==> src/rtl/jk_bank_driver.sv <==
// jk_bank_driver: drives the J/K inputs of an external JK flip-flop bank to
// perform LOAD/SET/CLEAR/TOGGLE commands, reads the bank back, re-drives
// idempotent ops on mismatch, and reports the final readback with an error flag.
module jk_bank_driver #(
    parameter int WIDTH     = 4,
    parameter int MAX_RETRY = 2
) (
    input  logic             clk,
    input  logic             rst,
    input  logic             cmd_valid,
    output logic             cmd_ready,
    input  logic [1:0]       cmd_op,
    input  logic [WIDTH-1:0] cmd_data,
    output logic [WIDTH-1:0] j,
    output logic [WIDTH-1:0] k,
    input  logic [WIDTH-1:0] q_fb,
    output logic             busy,
    output logic             done,
    output logic             err,
    output logic [WIDTH-1:0] result
);

    localparam int RW = (MAX_RETRY < 1) ? 1 : $clog2(MAX_RETRY + 1);
    localparam logic [RW-1:0] MAX_RETRY_C = RW'(MAX_RETRY);

    typedef enum logic [1:0] {
        S_IDLE  = 2'b00,
        S_DRIVE = 2'b01,
        S_CHECK = 2'b10,
        S_RESP  = 2'b11
    } state_t;

    typedef enum logic [1:0] {
        OP_LOAD   = 2'b00,
        OP_SET    = 2'b01,
        OP_CLEAR  = 2'b10,
        OP_TOGGLE = 2'b11
    } op_t;

    state_t           state, state_nxt;
    op_t              op_r;
    logic [WIDTH-1:0] data_r;
    logic [WIDTH-1:0] exp_r;
    logic [RW-1:0]    retry_cnt;
    logic             err_flag;

    op_t              drv_op;
    logic [WIDTH-1:0] drv_data;
    logic [WIDTH-1:0] drv_j, drv_k;
    logic [WIDTH-1:0] exp_nxt;
    logic             accept;
    logic             mismatch;
    logic             can_retry;

    assign accept    = cmd_valid && (state == S_IDLE);
    assign mismatch  = (q_fb != exp_r);
    assign can_retry = (op_r != OP_TOGGLE) && (retry_cnt < MAX_RETRY_C);

    // Expected bank value computed from the q_fb snapshot taken at accept.
    always_comb begin
        // NOTE: every output of a combinational block gets a default first so no latch is inferred.
        exp_nxt = cmd_data;
        case (op_t'(cmd_op))
            OP_LOAD:   exp_nxt = cmd_data;
            OP_SET:    exp_nxt = q_fb | cmd_data;
            OP_CLEAR:  exp_nxt = q_fb & ~cmd_data;
            OP_TOGGLE: exp_nxt = q_fb ^ cmd_data;
            default:   exp_nxt = cmd_data;
        endcase
    end

    // J/K pattern for the op about to be driven: the incoming command on the
    // accept edge, otherwise the latched command (retries reuse the same pattern).
    always_comb begin
        drv_op   = (state == S_IDLE) ? op_t'(cmd_op) : op_r;
        drv_data = (state == S_IDLE) ? cmd_data : data_r;
        drv_j    = '0;
        drv_k    = '0;
        case (drv_op)
            OP_LOAD:   begin drv_j = drv_data; drv_k = ~drv_data; end
            OP_SET:    begin drv_j = drv_data; drv_k = '0;        end
            OP_CLEAR:  begin drv_j = '0;       drv_k = drv_data;  end
            OP_TOGGLE: begin drv_j = drv_data; drv_k = drv_data;  end
            default:   begin drv_j = '0;       drv_k = '0;        end
        endcase
    end

    // Next-state logic: one DRIVE cycle, one CHECK cycle, optional retry, then RESP.
    always_comb begin
        state_nxt = state;
        case (state)
            S_IDLE:  if (cmd_valid) state_nxt = S_DRIVE;
            S_DRIVE: state_nxt = S_CHECK;
            S_CHECK: state_nxt = (mismatch && can_retry) ? S_DRIVE : S_RESP;
            S_RESP:  state_nxt = S_IDLE;
            default: state_nxt = S_IDLE;
        endcase
    end

    // State register.
    always_ff @(posedge clk or posedge rst) begin
        // NOTE: sequential state uses non-blocking assignments so every register samples pre-edge values.
        if (rst) state <= S_IDLE;
        else     state <= state_nxt;
    end

    // Command latch, retry counter, error flag and result capture.
    always_ff @(posedge clk or posedge rst) begin
        if (rst) begin
            op_r      <= OP_LOAD;
            data_r    <= '0;
            exp_r     <= '0;
            retry_cnt <= '0;
            err_flag  <= 1'b0;
            result    <= '0;
        end else begin
            if (accept) begin
                op_r      <= op_t'(cmd_op);
                data_r    <= cmd_data;
                exp_r     <= exp_nxt;
                retry_cnt <= '0;
                err_flag  <= 1'b0;
            end
            if (state == S_CHECK) begin
                if (mismatch && can_retry) begin
                    retry_cnt <= retry_cnt + RW'(1);
                end else begin
                    result   <= q_fb;
                    err_flag <= mismatch;
                end
            end
        end
    end

    // Registered J/K: non-zero only during DRIVE so the bank otherwise holds.
    always_ff @(posedge clk or posedge rst) begin
        if (rst) begin
            j <= '0;
            k <= '0;
        end else if (state_nxt == S_DRIVE) begin
            j <= drv_j;
            k <= drv_k;
        end else begin
            j <= '0;
            k <= '0;
        end
    end

    assign cmd_ready = (state == S_IDLE);
    assign busy      = (state != S_IDLE);
    assign done      = (state == S_RESP);
    assign err       = (state == S_RESP) && err_flag;

endmodule

==> config.mk <==
export PLATFORM = sky130hd
export DESIGN_NAME = jk_bank_driver
export DESIGN_NICKNAME = d
export VERILOG_FILES = /design/src/rtl/jk_bank_driver.sv
export SDC_FILE = /design/constraint.sdc
export NUM_CORES = 1
export LEC_CHECK = 0
export BUFFER_PORTS_ARGS = -buffer_cell sky130_fd_sc_hd__buf_2
export CELL_PAD_IN_SITES_DETAIL_PLACEMENT = 0
export CELL_PAD_IN_SITES_GLOBAL_PLACEMENT = 2
export CORE_UTILIZATION = 33
export CTS_BUF_LIST = sky130_fd_sc_hd__clkbuf_2 sky130_fd_sc_hd__clkbuf_4 sky130_fd_sc_hd__clkbuf_8
export DETAILED_ROUTE_END_ITERATION = 12
export PLACE_DENSITY = 0.83
export SYNTH_ARGS = -nofsm -noshare
export SYNTH_HDL_FRONTEND = slang
export SYNTH_SLANG_ARGS = --single-unit
export TNS_END_PERCENT = 100
==> constraint.sdc <==
create_clock -name clk -period 1.4 [get_ports clk]
set_input_delay 0.21 -clock clk [delete_from_list [all_inputs] [get_ports clk]]
set_output_delay 0.21 -clock clk [all_outputs]
set_load 0.01 [all_outputs]
==> run_results.csv, run 1 <==
group,metric,value,unit
placed_design,dp_hpwl,2310,µm
timing,tightest_slew,0.352,ns
cells_and_area,antenna_cells,0,
global_routing,grt_overflow,0,
power_and_ir_drop,power.switching,1.55,mW
timing,hold_slack,-0.00424,ns
cts,clk_latency,0.27,ns
power_and_ir_drop,finalPower,4.17,mW
cts,cts_buffers,3,
cts,cts_tree,"done",
synth,syn_avg_cell_area,11.1,µm²
power_and_ir_drop,leakagePower,1.01,nW
cells_and_area,final_cell_mix,"27 x buf_2, 25 x dfrtp_1, 20 x buf_4",
synth,yosysTopAreaCell,"dfrtp_1",
timing,setup_viol,12,
job,drv_cap,0,
cells_and_area,syn_to_final_growth,40.8,%
synth,syn_inst,129,
timing,slew_violations,0,
placed_design,pre_cts_ws,-0.203,ns
min_path,hp-class,"in2async",
routing,drt_wl_total,3090,µm
power_and_ir_drop,power.share.combinational,0.564,
routing,antenna_left,0,
routing,vias,1121,
worst_setup_path,path_class,"reg2reg",
global_routing,grt_max_degree,28,
outcome,outcome,"finished, violations left",
timing,relSlewSlack,0.766,
cts,cts_sinks,27,
synth,async_flop_share,1.00,
power_and_ir_drop,max-vdd-ir-drop,669,µV
die,core_area,4090,µm²
die,die_height,67.9,µm
timing,finalWorstSetupSlack,-0.124,ns
routing,wl_per_cell,13.4,µm
die,fp.dieW,67.9,µm
synth,synth_enable_flop_cells,0,
timing,timing.setup.tns,-0.767,ns
worst_setup_path,worstSetupEndpointType,"flop",
die,io_pins,29,
routing,first_pass_iters,4,
global_routing,grtUsageTotal,0.145,
die,dieArea,4620,µm²
timing,fin_skew,0.00766,ns
synth,syn_area,1440,µm²
synth,synth_cell_types,30,
routing,drt_iter0_drc,27,
power_and_ir_drop,p_seq_frac,0.326,
worst_setup_path,cp_max_fo,5,
die,start_util,0.351,
cts,htreeDepth,1,
placed_design,gp_congestion,0.713,
cells_and_area,drive_gt1_frac,0.539,
synth,yosys_warnings,0,
global_routing,grt_pass1_wl,5000,µm
cts,cts_root_buffer,"clkbuf_8",
timing,fmax,0.656,GHz
placed_design,portBuffers,28,
synth,ys_top_cells_by_area,"dfrtp_1 47%, ha_1 7.0%, mux2_4 5.2%, mux2_2 4.7%, a211oi_1 3.7%",
worst_setup_path,start_kind,"flop",
cells_and_area,fin_nets,202,
routing,vias_per_cell,4.87,
cts,clkSlewWorstSetupHoldPaths,0.09,ns
global_routing,antenna_found_initial,0,
routing,drc,0,
global_routing,grt_pass1_vias,1124,
power_and_ir_drop,intPower,2.62,mW
timing,fin_crit_sh,1.09,
outcome,violations,"negative hold slack, negative setup slack",
cells_and_area,final_common_cell,"buf_2",
power_and_ir_drop,p_per_area,2060,nW/µm²
power_and_ir_drop,swShare,0.372,
power_and_ir_drop,pwr-share-clk,0.110,
synth,netlist.area_leader.share,0.471,
worst_setup_path,crit_arrival,1.69,ns
cts,clock_path_buffers,2,
timing,rsz0062_at_grt,"true",
timing,min_period,1.52,ns
timing,hold_violations,19,
die,rows,23,
synth,synth_fp_nets,150,
synth,ys_ff_latch,27,
worst_setup_path,worstPathRequired,1.56,ns
synth,yosys_most_used_dff,"dfrtp_1",
synth,ys_seq_area_frac,0.471,
-- final cells by class --
cell class / count / area, µm²
well taps: 50 / 62.6
clock buffers: 4 / 48.8
flip-flops and latches: 27 / 678
inverters: 12 / 47.5
repair buffers: 51 / 339
fillers: 365 / 2070
multi-input cells: 86 / 845
-- worst max-delay path: stages (launching register included) --
cell     delay, ns
dfrtp_1       0.41
xor2_2        0.16
nor4_4        0.28
buf_6         0.16
o21ai_4       0.09
mux2_4        0.31
-- stage by stage --
step | area, µm² | instances | utilization
floorplan | 1440 | 129 | -
global placement | 1790 | 223 | 0.437
detailed placement | 1790 | 223 | 0.437
CTS | 1930 | 229 | 0.473
global route | 2020 | 230 | 0.494
finish | 2020 | 230 | 0.494
-- power groups by stage --
stage,logic [mW],registers [mW],clock network [mW]
finish,2.35,1.36,0.460
global route,2.54,1.40,0.506
CTS,2.10,1.33,0.468
detailed placement,1.86,1.32,0
global placement,1.79,1.31,0
floorplan,1.05,1.37,0
-- cells in the mapped netlist, types with 4 or more instances --
cell and instances:
mux2i_1 5, mux2_4 5, a211oi_1 7, dfrtp_1 27
nor2_1 8, nand2_1 9, a21oi_1 5, nor2b_1 5
mux2_2 6, inv_1 12, xor2_1 4, ha_1 8
o21ai_0 8
-- repair_timing --
item,CTS,global route
hold buffers,0,0
pin swaps,7,3
buffers inserted,2,2
setup endpoints to repair,16,17
gates resized for setup,17,19
-- per-layer routing --
metal | vias to the layer above | wire length, µm | track usage | share of wire
li1 | 537 | - | - | -
met5 | - | 0 | 0 | 0
met3 | 4 | 81 | 0.0200 | 0.026
met1 | 562 | 1340 | 0.181 | 0.43
met4 | 0 | 27 | 0.0391 | 0.0087
met2 | 18 | 1640 | 0.259 | 0.53
-- cell families (layout without fill, tap and decap cells) --
group / count (synthesis) / count (layout) / share of synthesized area
AO/OA/AOI/OAI: 26 / 26 / 0.123
multiplexers: 17 / 17 / 0.150
buffers and inverters: 16 / 67 / 0.0436
AND/OR/NAND/NOR: 31 / 31 / 0.119
XOR/XNOR: 4 / 4 / 0.0244
flip-flops: 27 / 27 / 0.471
adder cells (fa/ha/maj): 8 / 8 / 0.0697
-- path summary, 6_finish.rpt --
check | from | to | slack [ns] | depth (start not counted)
min in group clk | cmd_valid | state[0]$_DFF_PP0_ | 0.20 | 3
hold reg to reg | data_r[0]$_DFFE_PP0P_ | data_r[0]$_DFFE_PP0P_ | 0.51 | 2
hold / removal | rst | retry_cnt[0]$_DFF_PP0_ | -0.004 | 3
max in group asynchronous | rst | state[1]$_DFF_PP0_ | 1.13 | 3
setup reg to reg | exp_r[2]$_DFFE_PP0P_ | result[3]$_DFFE_PP0P_ | -0.12 | 5
setup / recovery | exp_r[2]$_DFFE_PP0P_ | result[3]$_DFFE_PP0P_ | -0.12 | 5
-- sequential cells by signal, summed over array words and instances, names as in the netlist --
register	flops
data_r	4
err_flag	1
exp_r	4
j	4
k	4
op_r	2
result	4
retry_cnt	2
state	2
No activity file was read; power rests on OpenSTA's default activity.
==> run 2: changes to the inputs <==
--- a/config.mk
+++ b/config.mk
@@ -7,8 +7,8 @@
 export LEC_CHECK = 0
 export BUFFER_PORTS_ARGS = -buffer_cell sky130_fd_sc_hd__buf_2
 export CELL_PAD_IN_SITES_DETAIL_PLACEMENT = 0
-export CELL_PAD_IN_SITES_GLOBAL_PLACEMENT = 2
-export CORE_UTILIZATION = 33
+export CELL_PAD_IN_SITES_GLOBAL_PLACEMENT = 1
+export CORE_UTILIZATION = 40
 export CTS_BUF_LIST = sky130_fd_sc_hd__clkbuf_2 sky130_fd_sc_hd__clkbuf_4 sky130_fd_sc_hd__clkbuf_8
 export DETAILED_ROUTE_END_ITERATION = 12
 export PLACE_DENSITY = 0.83
==> run_results.csv, run 2 (synthesized netlist as in run 1, its figures left out) <==
group,metric,value,unit
power_and_ir_drop,swShare,0.379,
cts,clock_path_buffers,2,
die,dieArea,3830,µm²
die,rows,21,
die,fp.dieW,61.9,µm
timing,relSlewSlack,0.768,
global_routing,grtUsageTotal,0.197,
cells_and_area,fin_area,2200,µm²
power_and_ir_drop,p_seq_frac,0.287,
cells_and_area,drive_gt1_frac,0.574,
cells_and_area,syn_to_final_growth,53.1,%
timing,tightest_slew,0.347,ns
die,io_pins,29,
min_path,hold_path_end,"state[0]$_DFF_PP0_",
power_and_ir_drop,max-vdd-ir-drop,702,µV
cells_and_area,fin_nets,210,
timing,finalWorstSetupSlack,-0.163,ns
placed_design,dpl.cell_count,216,
outcome,violations,"negative setup slack",
timing,setup_viol,18,
timing,timing.setup.tns,-1.61,ns
power_and_ir_drop,pwr-share-clk,0.075,
cts,clkSlewWorstSetupHoldPaths,0.16,ns
cells_and_area,final_common_cell,"buf_2",
worst_setup_path,r2r_start,"exp_r[2]$_DFFE_PP0P_",
worst_setup_path,path_class,"reg2reg",
timing,fmax,0.640,GHz
global_routing,grt_overflow,0,
timing,rsz0062_at_grt,"true",
die,core_area,3390,µm²
timing,hold_slack,0.168,ns
routing,drt_iter0_drc,35,
worst_setup_path,start_kind,"flop",
worst_setup_path,r2r-end,"result[2]$_DFFE_PP0P_",
worst_setup_path,cp_max_fo,5,
timing,fin_crit_sh,1.12,
outcome,outcome,"finished, violations left",
routing,first_pass_iters,4,
cts,cts_sinks,27,
placed_design,portBuffers,28,
global_routing,grt_max_degree,28,
die,start_util,0.423,
global_routing,grt_pass1_vias,1229,
worst_setup_path,crit_arrival,1.81,ns
routing,drt_wl_total,3620,µm
cts,clk_latency,0.34,ns
worst_setup_path,r2r_cells,5,
timing,fin_skew,0.00813,ns
cts,htreeDepth,1,
cells_and_area,instances_no_fill,234,
routing,antenna_left,0,
cts,cts_buffers,3,
worst_setup_path,crit_path_start,"exp_r[2]$_DFFE_PP0P_",
routing,vias,1179,
power_and_ir_drop,leakagePower,1.08,nW
min_path,hold_depth,3,
power_and_ir_drop,power.share.combinational,0.637,
cts,cts_root_buffer,"clkbuf_4",
cells_and_area,antenna_cells,0,
timing,min_period,1.56,ns
cells_and_area,nFillCells,252,
job,drv_cap,0,
routing,wl_per_cell,15.4,µm
cells_and_area,final_cell_mix,"26 x buf_2, 25 x dfrtp_1, 16 x buf_4",
worst_setup_path,worstPathRequired,1.64,ns
placed_design,dp_hpwl,2380,µm
worst_setup_path,rrSetupSlack,-0.16,ns
power_and_ir_drop,intPower,2.95,mW
die,die_height,61.9,µm
routing,drc,0,
timing,slew_violations,0,
power_and_ir_drop,p_per_area,2170,nW/µm²
placed_design,place_area,1770,µm²
cells_and_area,postLayoutCoreUtil,0.648,
worst_setup_path,worstSetupEndpointType,"flop",
routing,vias_per_cell,5.04,
min_path,hp-class,"in2reg",
timing,hold_violations,0,
min_path,min_from,"cmd_valid",
placed_design,gp_congestion,0.754,
power_and_ir_drop,power.switching,1.80,mW
global_routing,antenna_found_initial,0,
global_routing,grt_pass1_wl,5350,µm
cts,cts_tree,"done",
## run 2: what timing repair did
action,CTS,global route
hold buffers,1,0
setup buffers,6,6
cloned,0,1
pin swaps,11,8
endpoints found under the setup margin,17,20
resized for setup,25,34
endpoints found under the hold margin,27,0
## run 2: cell type report
class / instances / area, µm² / area share
well taps: 46 / 57.6 / 0.0262
clock inverters: 1 / 7.51 / 0.00342
repair buffers: 59 / 489 / 0.223
flip-flops and latches: 27 / 678 / 0.309
clock buffers: 3 / 22.5 / 0.0103
inverters: 12 / 47.5 / 0.0216
multi-input cells: 86 / 895 / 0.407
## run 2: per-stage QoR
step,total power [mW],worst slack [ns]
after floorplan,2.42,-0.0891
after global placement,3.09,-0.148
after detailed placement,3.19,-0.213
after CTS,4.16,-0.152
after global routing,5.05,-0.210
final,4.76,-0.163
## run 2: worst max path at each step
stage,to,slack [ns],cells after the start
detailed placement,result[2]$_DFFE_PP0P_,-0.21,4
global placement,result[1]$_DFFE_PP0P_,-0.15,4
finish,result[2]$_DFFE_PP0P_,-0.16,5
global route,result[2]$_DFFE_PP0P_,-0.21,5
CTS,result[2]$_DFFE_PP0P_,-0.15,5
floorplan,result[0]$_DFFE_PP0P_,-0.09,4
## run 2: per-layer routing
metal  track usage  share of wire  vias to the layer above
met3        0.0269          0.030                       13
met5             0              0                        -
li1              -              -                      557
met2         0.355           0.54                       30
met4         0.111          0.033                        0
met1         0.224           0.40                      579
## run 2: critical path, stage by stage (launching register included)
cell and delay, ns:
dfrtp_1 0.44, xor2_2 0.17, nor4_4 0.29, buf_6 0.16, o21ai_4 0.09, mux2_4 0.31
## run 2: power groups by stage
stage | Sequential, mW | Clock (mW) | Combinational, mW
final | 1.37 | 0.357 | 3.03
after CTS | 1.36 | 0.359 | 2.45
after detailed placement | 1.34 | 0 | 1.86
after floorplan | 1.37 | 0 | 1.05
after global routing | 1.41 | 0.386 | 3.25
after global placement | 1.31 | 0 | 1.77
==> run 3: changes to the inputs <==
==> config.mk (replaced) <==
export PLATFORM = sky130hd
export DESIGN_NAME = jk_bank_driver
export DESIGN_NICKNAME = d
export VERILOG_FILES = /design/src/rtl/jk_bank_driver.sv
export SDC_FILE = /design/constraint.sdc
export NUM_CORES = 1
export LEC_CHECK = 0
export BUFFER_PORTS_ARGS = -buffer_cell sky130_fd_sc_hd__buf_2
export CELL_PAD_IN_SITES_DETAIL_PLACEMENT = 1
export CELL_PAD_IN_SITES_GLOBAL_PLACEMENT = 1
export CORE_UTILIZATION = 38
export DETAILED_ROUTE_END_ITERATION = 12
export PLACE_DENSITY = 0.8
export SYNTH_ARGS = -nofsm -noshare
export SYNTH_HDL_FRONTEND = slang
export SYNTH_SLANG_ARGS = --single-unit
export TNS_END_PERCENT = 100
==> run_results.csv, run 3 (synthesized netlist as in run 1, its figures left out) <==
group,metric,value,unit
outcome,outcome,"finished, violations left",
outcome,violations,"negative hold slack, negative setup slack",
cells_and_area,antenna_cells,0,
cts,cts_tree,"done",
timing,hold_violations,22,
timing,relSlewSlack,0.767,
worst_setup_path,r2r_cells,5,
placed_design,pre_cts_ws,-0.243,ns
min_path,hp-class,"in2async",
global_routing,grt_pass1_wl,6050,µm
die,start_util,0.414,
die,dieArea,4030,µm²
global_routing,grtUsageTotal,0.197,
cts,cts_buffers,3,
power_and_ir_drop,finalPower,4.31,mW
cells_and_area,multi_input_comb_area,863,µm²
cells_and_area,syn_to_final_growth,41.5,%
die,rows,21,
cells_and_area,regArea,678,µm²
cts,clock_path_buffers,2,
routing,vias_per_cell,5.04,
worst_setup_path,rrSetupSlack,-0.17,ns
cts,cts_root_buffer,"clkbuf_8",
cells_and_area,final_common_cell,"buf_2",
worst_setup_path,r2r-end,"result[1]$_DFFE_PP0P_",
worst_setup_path,crit_arrival,1.73,ns
timing,slew_violations,0,
cells_and_area,drive_gt1_frac,0.539,
worst_setup_path,path_class,"reg2reg",
power_and_ir_drop,p_per_area,2120,nW/µm²
cells_and_area,fin_nets,202,
worst_setup_path,cp_max_fo,5,
routing,antenna_left,0,
power_and_ir_drop,max-vdd-ir-drop,797,µV
placed_design,portBuffers,28,
cts,htreeDepth,1,
global_routing,grt_overflow,0,
worst_setup_path,r2r_start,"exp_r[2]$_DFFE_PP0P_",
die,io_pins,29,
timing,setup_viol,15,
routing,wl_per_cell,16.7,µm
worst_setup_path,worstPathRequired,1.56,ns
timing,finalWorstSetupSlack,-0.167,ns
timing,min_period,1.57,ns
cts,clkSlewWorstSetupHoldPaths,0.09,ns
worst_setup_path,start_kind,"flop",
die,die_height,63.5,µm
global_routing,grt_max_degree,28,
routing,first_pass_iters,4,
routing,vias,1138,
timing,tightest_slew,0.349,ns
routing,drt_iter0_drc,29,
placed_design,dp_hpwl,2690,µm
placed_design,gp_congestion,0.754,
routing,drt_wl_total,3780,µm
cells_and_area,final_cell_mix,"27 x buf_2, 25 x dfrtp_1, 20 x buf_4",
cts,clk_latency,0.27,ns
worst_setup_path,worstSetupEndpointType,"flop",
die,core_area,3470,µm²
timing,fmax,0.638,GHz
cells_and_area,nFillCells,384,
power_and_ir_drop,leakagePower,1.01,nW
routing,drc,0,
cts,cts_sinks,27,
global_routing,grt_pass1_vias,1219,
job,drv_cap,0,
timing,hold_slack,-0.00350,ns
global_routing,antenna_found_initial,0,
timing,fin_skew,0.00537,ns
timing,fin_crit_sh,1.12,
die,fp.dieW,63.5,µm
timing,rsz0062_at_grt,"true",
run 3: changes by cell type in the layout (fill, tap and decap cells not counted), sizes merged:
cell and change:
clkinvlp -1, buf -6, dlygate4sd3 -1
run 3: worst max path at each step:
stage          slack, ns                  from                     to
6_report           -0.17  exp_r[2]$_DFFE_PP0P_  result[1]$_DFFE_PP0P_
5_1_grt            -0.22  exp_r[1]$_DFFE_PP0P_  result[2]$_DFFE_PP0P_
4_1_cts            -0.18  exp_r[0]$_DFFE_PP0P_  result[1]$_DFFE_PP0P_
3_5_place_dp       -0.24  exp_r[2]$_DFFE_PP0P_  result[1]$_DFFE_PP0P_
3_3_place_gp       -0.16  exp_r[2]$_DFFE_PP0P_  result[2]$_DFFE_PP0P_
2_1_floorplan      -0.09  exp_r[2]$_DFFE_PP0P_  result[0]$_DFFE_PP0P_
run 3: where the power goes:
part	total (mW)	leakage [nW]	internal, mW	switching (mW)
sequential	1.39	0.340	1.12	0.272
combinational	2.48	0.651	1.31	1.18
clock	0.437	0.0228	0.204	0.233
run 3: area by class of cell:
type / count / share of cell area
inverter: 12 / 0.0234
sequential: 27 / 0.334
clock buffer: 4 / 0.0222
timing repair buffer: 51 / 0.167
multi-input combinational: 86 / 0.425
tap: 46 / 0.0283
run 3: repair_timing:
action                                  CTS  global route
pin swaps                                10             5
gates resized for setup                  26            14
endpoints found under the setup margin   15            16
hold buffers                              0             0
buffers inserted                          2             3
run 3: critical path: stages (launching register included):
cell	delay, ns
dfrtp_1	0.42
xor2_2	0.17
nor4_4	0.30
buf_6	0.17
o21ai_4	0.09
mux2_4	0.31
run 3: routing by layer:
metal | vias to the layer above | wire length [µm] | track usage
li1 | 538 | - | -
met1 | 573 | 1550 | 0.235
met2 | 23 | 2110 | 0.368
met3 | 4 | 96 | 0.0236
met4 | 0 | 25 | 0.0540
met5 | - | 0 | 0
run 3: metrics by stage:
stage | utilization | hold slack [ns] | setup TNS, ns | cells | instance area (µm²)
2_1_floorplan | - | 0.263 | -0.401 | 129 | 1440
3_3_place_gp | 0.509 | 0.280 | -1.43 | 217 | 1770
3_5_place_dp | 0.509 | 0.293 | -2.51 | 217 | 1770
4_1_cts | 0.563 | 0.00629 | -1.26 | 223 | 1950
5_1_grt | 0.585 | 0.0312 | -2.27 | 226 | 2030
6_report | 0.585 | -0.00350 | -1.39 | 226 | 2030
